## src/rtl/stack_pkg.sv

```systemverilog
// Shared types and constants for the stack sequencer: opcodes, FSM states,
// reset stack pointer and the number of memory words each opcode moves.
package stack_pkg;

  localparam logic [31:0] SP_RESET_DEF = 32'h000F_FFFF;

  typedef enum logic [2:0] {
    OP_NOP  = 3'd0,
    OP_PUSH = 3'd1,
    OP_POP  = 3'd2,
    OP_CALL = 3'd3,
    OP_RET  = 3'd4,
    OP_INT  = 3'd5,
    OP_RTI  = 3'd6,
    OP_RSVD = 3'd7
  } op_e;

  typedef enum logic [2:0] {
    S_IDLE,
    S_WRITE,
    S_READ,
    S_RWAIT,
    S_DONE
  } state_e;

  localparam logic [1:0] NW_PUSH = 2'd1;
  localparam logic [1:0] NW_CALL = 2'd2;
  localparam logic [1:0] NW_INT  = 2'd3;
  localparam logic [1:0] NW_POP  = 2'd1;
  localparam logic [1:0] NW_RET  = 2'd2;
  localparam logic [1:0] NW_RTI  = 2'd3;

  // Zero words marks an opcode that is accepted but does nothing.
  function automatic logic [1:0] op_words(op_e op);
    case (op)
      OP_PUSH: op_words = NW_PUSH;
      OP_CALL: op_words = NW_CALL;
      OP_INT:  op_words = NW_INT;
      OP_POP:  op_words = NW_POP;
      OP_RET:  op_words = NW_RET;
      OP_RTI:  op_words = NW_RTI;
      default: op_words = 2'd0;
    endcase
  endfunction

  function automatic logic op_is_write(op_e op);
    op_is_write = (op == OP_PUSH) || (op == OP_CALL) || (op == OP_INT);
  endfunction

endpackage

```

## src/rtl/stack_ctrl_if.sv

```systemverilog
// Pipeline request/response and data-memory port of the stack sequencer.
interface stack_ctrl_if #(
  parameter int DW = 16,
  parameter int FW = 4
);
  logic          i_valid;
  logic [2:0]    i_op;
  logic [31:0]   i_push_data;
  logic [FW-1:0] i_flags;
  logic          o_ready;
  logic          o_done;
  logic [31:0]   o_pop_data;
  logic [FW-1:0] o_flags;
  logic [31:0]   o_sp;
  logic [31:0]   o_mem_addr;
  logic [DW-1:0] o_mem_wdata;
  logic          o_mem_we;
  logic          o_mem_re;
  logic [DW-1:0] i_mem_rdata;

  modport slave (
    input  i_valid, i_op, i_push_data, i_flags, i_mem_rdata,
    output o_ready, o_done, o_pop_data, o_flags, o_sp,
           o_mem_addr, o_mem_wdata, o_mem_we, o_mem_re
  );

  modport master (
    output i_valid, i_op, i_push_data, i_flags, i_mem_rdata,
    input  o_ready, o_done, o_pop_data, o_flags, o_sp,
           o_mem_addr, o_mem_wdata, o_mem_we, o_mem_re
  );
endinterface

```

## src/rtl/stack_ctrl.sv

```systemverilog
// Stack sequencer: turns PUSH/POP/CALL/RET/INT/RTI into one-word-per-cycle
// accesses on the data-memory port and owns the stack pointer.
module stack_ctrl
  import stack_pkg::*;
#(
  parameter logic [31:0] SP_RESET = SP_RESET_DEF,
  parameter int          DW       = 16,
  parameter int          FW       = 4
) (
  input  logic     i_clk,
  input  logic     i_reset,
  stack_ctrl_if.slave bus
);

  state_e        state, state_nxt;
  op_e           op_q, op_in;
  logic [31:0]   sp, pc_q, pop_q;
  logic [FW-1:0] flg_q, flags_q;
  logic [1:0]    cnt, cap_idx, cap_j;
  logic          rdy, real_req, last, cap_en;
  logic [DW-1:0] wr_word;

  assign op_in    = op_e'(bus.i_op);
  assign rdy      = (state == S_IDLE) || (state == S_DONE);
  assign real_req = bus.i_valid && rdy && (op_words(op_in) != 2'd0);
  assign last     = (cnt == op_words(op_q) - 2'd1);

  // Read data lags the address by a cycle, so each capture belongs to the
  // word issued one step earlier; RTI's leading flags word shifts PC words up.
  assign cap_en  = ((state == S_READ) && (cnt != 2'd0)) || (state == S_RWAIT);
  assign cap_idx = cnt - 2'd1;
  assign cap_j   = (op_q == OP_RTI) ? cap_idx - 2'd1 : cap_idx;

  always_comb begin
    wr_word = '0;
    if (op_q == OP_PUSH) wr_word = DW'(pc_q[15:0]);
    else begin
      case (cnt)
        2'd0:    wr_word = DW'(pc_q[31:16]);
        2'd1:    wr_word = DW'(pc_q[15:0]);
        default: wr_word = DW'(flg_q);
      endcase
    end
  end

  always_comb begin
    state_nxt       = state;
    bus.o_mem_we    = 1'b0;
    bus.o_mem_re    = 1'b0;
    bus.o_mem_addr  = '0;
    bus.o_mem_wdata = '0;
    case (state)
      S_IDLE, S_DONE: begin
        state_nxt = S_IDLE;
        if (real_req) state_nxt = op_is_write(op_in) ? S_WRITE : S_READ;
      end
      S_WRITE: begin
        bus.o_mem_we    = 1'b1;
        bus.o_mem_addr  = sp;
        bus.o_mem_wdata = wr_word;
        if (last) state_nxt = S_DONE;
      end
      S_READ: begin
        bus.o_mem_re   = 1'b1;
        bus.o_mem_addr = sp + 32'd1;
        if (last) state_nxt = S_RWAIT;
      end
      S_RWAIT: state_nxt = S_DONE;
      default: state_nxt = S_IDLE;
    endcase
  end

  always_ff @(posedge i_clk or posedge i_reset) begin
    if (i_reset) begin
      state   <= S_IDLE;
      sp      <= SP_RESET;
      cnt     <= 2'd0;
      op_q    <= OP_NOP;
      pc_q    <= '0;
      flg_q   <= '0;
      pop_q   <= '0;
      flags_q <= '0;
    end else begin
      state <= state_nxt;
      case (state)
        S_IDLE, S_DONE: begin
          cnt <= 2'd0;
          if (real_req) begin
            op_q  <= op_in;
            pc_q  <= bus.i_push_data;
            flg_q <= bus.i_flags;
          end
        end
        S_WRITE: begin
          sp  <= sp - 32'd1;
          cnt <= cnt + 2'd1;
        end
        S_READ: begin
          sp  <= sp + 32'd1;
          cnt <= cnt + 2'd1;
        end
        default: ;
      endcase
      if (cap_en) begin
        if ((op_q == OP_RTI) && (cap_idx == 2'd0)) flags_q <= bus.i_mem_rdata[FW-1:0];
        else if (cap_j == 2'd0) begin
          if (op_q == OP_POP) pop_q <= {16'h0000, bus.i_mem_rdata[15:0]};
          else                pop_q[15:0] <= bus.i_mem_rdata[15:0];
        end else              pop_q[31:16] <= bus.i_mem_rdata[15:0];
      end
    end
  end

  assign bus.o_ready    = rdy;
  assign bus.o_done     = (state == S_DONE);
  assign bus.o_sp       = sp;
  assign bus.o_pop_data = pop_q;
  assign bus.o_flags    = flags_q;

endmodule

```

## src/flat_wrapper.sv

```systemverilog
// flat-port wrapper written by rule: the top's interface ports become plain ports
module stack_ctrl_flat import stack_pkg::*;
#(
  parameter logic [31:0] SP_RESET = SP_RESET_DEF,
  parameter int          DW       = 16,
  parameter int          FW       = 4
)
  (i_clk, i_reset, bus_i_valid, bus_i_op, bus_i_push_data, bus_i_flags, bus_i_mem_rdata, bus_o_ready, bus_o_done, bus_o_pop_data, bus_o_flags, bus_o_sp, bus_o_mem_addr, bus_o_mem_wdata, bus_o_mem_we, bus_o_mem_re);
  stack_ctrl_if #(.DW(DW), .FW(FW)) bus_i ();
  input  logic i_clk;
  input  logic i_reset;
  input wire logic [$bits(bus_i.i_valid)-1:0] bus_i_valid;
  input wire logic [$bits(bus_i.i_op)-1:0] bus_i_op;
  input wire logic [$bits(bus_i.i_push_data)-1:0] bus_i_push_data;
  input wire logic [$bits(bus_i.i_flags)-1:0] bus_i_flags;
  input wire logic [$bits(bus_i.i_mem_rdata)-1:0] bus_i_mem_rdata;
  output wire logic [$bits(bus_i.o_ready)-1:0] bus_o_ready;
  output wire logic [$bits(bus_i.o_done)-1:0] bus_o_done;
  output wire logic [$bits(bus_i.o_pop_data)-1:0] bus_o_pop_data;
  output wire logic [$bits(bus_i.o_flags)-1:0] bus_o_flags;
  output wire logic [$bits(bus_i.o_sp)-1:0] bus_o_sp;
  output wire logic [$bits(bus_i.o_mem_addr)-1:0] bus_o_mem_addr;
  output wire logic [$bits(bus_i.o_mem_wdata)-1:0] bus_o_mem_wdata;
  output wire logic [$bits(bus_i.o_mem_we)-1:0] bus_o_mem_we;
  output wire logic [$bits(bus_i.o_mem_re)-1:0] bus_o_mem_re;
  assign bus_i.i_valid = bus_i_valid;
  assign bus_i.i_op = bus_i_op;
  assign bus_i.i_push_data = bus_i_push_data;
  assign bus_i.i_flags = bus_i_flags;
  assign bus_i.i_mem_rdata = bus_i_mem_rdata;
  assign bus_o_ready = bus_i.o_ready;
  assign bus_o_done = bus_i.o_done;
  assign bus_o_pop_data = bus_i.o_pop_data;
  assign bus_o_flags = bus_i.o_flags;
  assign bus_o_sp = bus_i.o_sp;
  assign bus_o_mem_addr = bus_i.o_mem_addr;
  assign bus_o_mem_wdata = bus_i.o_mem_wdata;
  assign bus_o_mem_we = bus_i.o_mem_we;
  assign bus_o_mem_re = bus_i.o_mem_re;
  stack_ctrl #(.SP_RESET(SP_RESET), .DW(DW), .FW(FW)) u_core (.i_clk(i_clk), .i_reset(i_reset), .bus(bus_i));
endmodule
```

## config.mk

```make
export PLATFORM = sky130hd
export DESIGN_NAME = stack_ctrl_flat
export DESIGN_NICKNAME = d
export VERILOG_FILES = /design/src/rtl/stack_pkg.sv /design/src/rtl/stack_ctrl_if.sv /design/src/rtl/stack_ctrl.sv /design/src/flat_wrapper.sv
export SDC_FILE = /design/constraint.sdc
export NUM_CORES = 1
export LEC_CHECK = 0
export BUFFER_PORTS_ARGS = -buffer_cell sky130_fd_sc_hd__buf_2
export CAP_MARGIN = 10
export CORE_MARGIN = 4
export CORE_UTILIZATION = 45
export CTS_CLUSTER_SIZE = 24
export DETAILED_ROUTE_END_ITERATION = 8
export HOLD_SLACK_MARGIN = 0.08
export PLACE_DENSITY = 0.71
export SLEW_MARGIN = 20
export SYNTH_ARGS = -nofsm -noshare
export SYNTH_HDL_FRONTEND = slang
export SYNTH_SLANG_ARGS = --single-unit
export TNS_END_PERCENT = 1
```

## constraint.sdc

```tcl
create_clock -name i_clk -period 4.7 [get_ports i_clk]
set_clock_uncertainty 0.05 [all_clocks]
set_input_delay 0.94 -clock i_clk [delete_from_list [all_inputs] [get_ports i_clk]]
set_output_delay 0.94 -clock i_clk [all_outputs]
set_load 0.005 [all_outputs]
```

Word level (Yosys, flattened, before mapping). Cells that the tools add are included.

Bits in registers: 112. Bits of input ports: 58. Word-level logic and storage cells: 84.

$add $sub $neg: 6. Eq/ne operators: 21. Mux-type cells: 18. Bitwise gates (word level): 1. Reductions and logical operators: 29.

Operators by type and width (count): $pmux W32 S2 (2); $mux W16 (4); $add A32 B1 Y32 const B (1); $pmux W16 S2 (1); $sub A32 B1 Y32 const B (1); $eq A3 B3 Y1 const B (7); $eq A3 B2 Y1 const B (6); $reduce_or A2 Y1 (8); $pmux W2 S3 (2); $pmux W3 S4 (1); $eq A3 B1 Y1 const B (3); $mux W3 (3); $reduce_bool A2 Y1 (4); $logic_not A2 Y1 (3); $reduce_and A2 Y1 (3); $reduce_and A3 Y1 (2); $sub A2 B1 Y2 const B (3); $logic_and A1 B1 Y1 (4); $logic_or A1 B1 Y1 (4); $mux W2 (2); $ne A2 B1 Y1 const B (2); $pmux W2 S2 (1); $logic_not A3 Y1 (1); $add A2 B1 Y2 const B (1); other kinds (5) (6).

Depth between registers and ports, before layout.
Word-level depth: 7. Depth in mapped cells: 9. Gate-level depth less buffers: 7.

Worst setup path before layout. No wires, ideal clock.

Kind: flip-flop to output port. From: reg u_core.sp[15] (netlist: u_core.bus.o_sp[15]). To: out bus_o_mem_addr[25]. Arrival time: 1.992 ns. Data required time: 3.710 ns. Slack: 1.718 ns. Stages on the path, launching flop included: 9. Path buffers: 3. Cell sequence: dfstp_2 clkbuf_1 and4_1 buf_2 and3_1 clkbuf_1 and3_1 nand3_1 o21ai_0.

Word-level cells in the longest chain between the ends: 2.

RTL lines: start: declaration (line stack_ctrl.sv:17) `logic [31:0] sp, pc_q, pop_q;`; start signal: assignment (line stack_ctrl.sv:95) `sp <= sp - 32'd1;`; start signal: assignment (line stack_ctrl.sv:99) `sp <= sp + 32'd1;`; $add A32 B1 Y32 (line stack_ctrl.sv:65) `bus.o_mem_addr = sp + 32'd1;`; $pmux W32 S2 (line stack_ctrl.sv:52) `case (state)`; end: declaration (line flat_wrapper.sv:22) `output wire logic [$bits(bus_i.o_mem_addr)-1:0] bus_o_mem_addr;`.

Every way passes these cells.

Final worst setup path.
From: reg u_core.state[1]. To: out bus_o_mem_addr[24].

Word-level cells in the longest chain between the ends: 2.

RTL lines: start: declaration (line stack_ctrl.sv:15) `state_e state, state_nxt;`; start signal: assignment (line stack_ctrl.sv:84) `state <= state_nxt;`; $eq A3 B2 Y1 or $eq A3 B1 Y1 (tied branches) (line stack_ctrl.sv:52); $pmux W32 S2 * (line stack_ctrl.sv:52).

Mark *: on every way between the ends. The rest lies on a longest branch, timed or not.

==> run metrics <==
Synth Instances 600; Hold-fix buffers, CTS 0; syn avg cell area 10.22 um^2; Unique masters post-synth 57; leading cell type in the layout, fill and taps excluded buf_2; post-placement cell area 0.007081 mm^2; PD cells 660.3 mW/mm^2; switching share of power 40.72%; CTS tree yes; Avg WL per Cell 17.93 um; initial antenna violation count 0; Total Routing Usage GR 21.37%; hold slack final 452.2 ps; M1 WL 7167 um; H-tree level count 3; Final Instance Count excl. Fillers 933; vias 5403; hold path depth 1; actual slew at the worst max-slew pin 914.8 ps; CP arrival 2800 ps; drt first pass iters 5; Die Span X 124.7 um; drc violations 0; GP Congestion 0.9054; met2 WL 7939 um; Clock power frac 15.6%; post-place setup slack 1371 ps; main flop type after synthesis dfrtp_1; Area growth syn-to-layout 20.28%; fin crit period 3789 ps; top layer in use met4; nets 819; I/O pin cnt 178; Synthesis Warnings 0; Max Buffers Root-to-Sink 2; fraction of layout cells with a size suffix above 1 38.44%; R2R cell count 6; Die ar. 0.01556 mm^2; gr ovfl total 0; storage element area 0.002828 mm^2; Reg power frac 40.2%; DRT iter0 DRCs 499; Core Box Area 0.01330 mm^2; drt via density 5.791; Sinks on Clock Net 112; first-pass GRT wire length 27840 um; P_leak 0.003524 uW; # Max-Cap Violations 0; HPWL after detailed placement 11880 um; Multi-input gate area 0.003058 mm^2; Initial Utilization 46.13%; Worst Hold Class reg2reg; pins over their slew limit 0; RSZ-0062 raised after global routing false; most frequent cells in the layout buf_2, dfrtp_1, mux2_2; Post-synth ARST share 100.0%; root buffer cell clkbuf_16; sequential area share after synthesis 46.10%; vias in the first global route 5389; Yosys reg bits 112; Slew HR 38.94%; Critical Path RT 3710 ps; Combinational Power Share 44.1%; Die Span Y 124.7 um; TritonCTS buffer count 9; post_cts resized 0; Fillers 1187; antenna cells 0; ANT nets after route 0; WL final 16730 um; syn_nets 667; met3 wire len 1379 um; P_sw 1984 uW; CP max FO 17; largest net degree at the start of global routing 87; Max IR drop VDD 0.0003089 V; FP Rows 42; Tcrit/Tclk final 80.62%; number of buffers inserted by port buffering 177; CTS clk-pin slew, worst paths 80 ps; setup slack after layout 910.9 ps; EDFF count, synth 0; critical path class reg2out; Skew-Pair Late Insertion Delay 350 ps; Worst setup SP type register; crit end category primary output; Synth Cell Area 0.006133 mm^2; Setup-failing EPs final 0; Int Power 2887 uW; Max Freq 263.9 MHz; post-route cell area 0.007377 mm^2; Setup TNS Final 0 ps; final hold viol count 0; placed cells 917; outcome finished clean; Post-CTS Setup Bufs 0
==> cell type report <==
type	count	area share, %
Sequential cell	112	38.33
Clock inverter	4	0.5088
Tap cell	176	2.985
Multi-Input combinational cell	435	41.45
Clock buffer	12	3.477
Timing Repair Buffer	183	12.62
Inverter	11	0.6275
==> state kept, by name, indices dropped and copies added, names as in the netlist <==
name                   count
u_core.op_q                3
u_core.pc_q               32
u_core.bus.o_sp           32
u_core.bus.o_pop_data     32
u_core.cnt                 2
u_core.bus.o_flags         4
u_core.flg_q               4
u_core.state               3
==> synth_stat cells (2+ instances only) <==
| library cell | n | area [um^2] |
|---|---|---|
| a211oi_1 | 2 | 15.01 |
| a21boi_0 | 4 | 30.03 |
| a21oi_1 | 23 | 115.1 |
| a22o_1 | 20 | 175.2 |
| a22oi_1 | 22 | 165.2 |
| a31oi_1 | 14 | 87.58 |
| a41oi_1 | 4 | 35.03 |
| and2_1 | 3 | 18.77 |
| and3_1 | 6 | 37.54 |
| and4_1 | 6 | 52.55 |
| buf_2 | 8 | 40.04 |
| clkbuf_1 | 29 | 108.9 |
| clkbuf_8 | 4 | 55.05 |
| dfrtp_1 | 92 | 2302 |
| dfstp_2 | 20 | 525.5 |
| ha_1 | 9 | 112.6 |
| inv_1 | 11 | 41.29 |
| mux2_2 | 57 | 641.9 |
| mux2i_1 | 3 | 30.03 |
| nand2_1 | 41 | 153.9 |
| nand2b_1 | 6 | 37.54 |
| nand3_1 | 19 | 95.09 |
| nand3b_1 | 2 | 15.01 |
| nand4_1 | 9 | 56.30 |
| nor2_1 | 42 | 157.7 |
| nor2b_1 | 2 | 12.51 |
| nor3_1 | 8 | 40.04 |
| nor4_1 | 4 | 25.02 |
| nor4_2 | 2 | 25.02 |
| nor4b_1 | 2 | 17.52 |
| o21a_1 | 2 | 15.01 |
| o21ai_0 | 53 | 265.3 |
| o22ai_1 | 3 | 18.77 |
| o31ai_1 | 6 | 45.04 |
| o41ai_1 | 3 | 26.28 |
| or2_2 | 2 | 12.51 |
| or3_1 | 4 | 25.02 |
| or4_1 | 3 | 22.52 |
| xnor2_1 | 16 | 140.1 |
| xor2_1 | 17 | 148.9 |
==> metrics by stage <==
step	util, %	power, uW
final	55.49	4871
after CTS	55.47	4900
after global routing	55.49	5257
after global placement	53.26	4035
after detailed placement	53.26	4115
after floorplan	-	3307
==> power by group through the flow <==
stage                     clock network [uW]  logic (uW)  registers [uW]
after floorplan                            0        1530            1770
after global placement                     0        2120            1920
after detailed placement                   0        2150            1960
after CTS                                783        2170            1950
after global routing                     827        2390            2040
final                                    762        2150            1960
==> per-layer routing <==
layer	vias to the layer above	global-route usage [%]
met5	-	0
met4	0	6.061
met3	19	5.875
met2	242	34.54
met1	2640	28.23
li1	2502	-
==> logic make-up after synthesis <==
family / synth area share [%]
XOR/XNOR: 4.712
AO/OA/AOI/OAI: 17.05
buffers and inverters: 4.121
flip-flops: 46.10
adder cells (fa/ha/maj): 1.836
multiplexers: 10.95
AND/OR/NAND/NOR: 15.22
==> final timing paths <==
check / slack (ps) / startpoint / end
worst min-delay path: 450 / u_core.bus.o_pop_data[26] / u_core.bus.o_pop_data[26]
worst max register to register: 1710 / u_core.cnt[0] / u_core.bus.o_pop_data[6]
worst min register to register: 450 / u_core.bus.o_pop_data[26] / u_core.bus.o_pop_data[26]
max in group asynchronous: 3020 / i_reset / u_core.pc_q[22]
worst max-delay path: 910 / u_core.state[1] / bus_o_mem_addr[24]
min in group asynchronous: 680 / i_reset / u_core.bus.o_pop_data[22]
==> worst max-delay path: stages, from the launching register on <==
cell and delay [ps]:
dfrtp_1 500, or3b_1 610, buf_4 300, nor4_2 500, a21oi_1 140, a31oi_1 230, buf_2 160
Power figures use the tool's default switching activity.
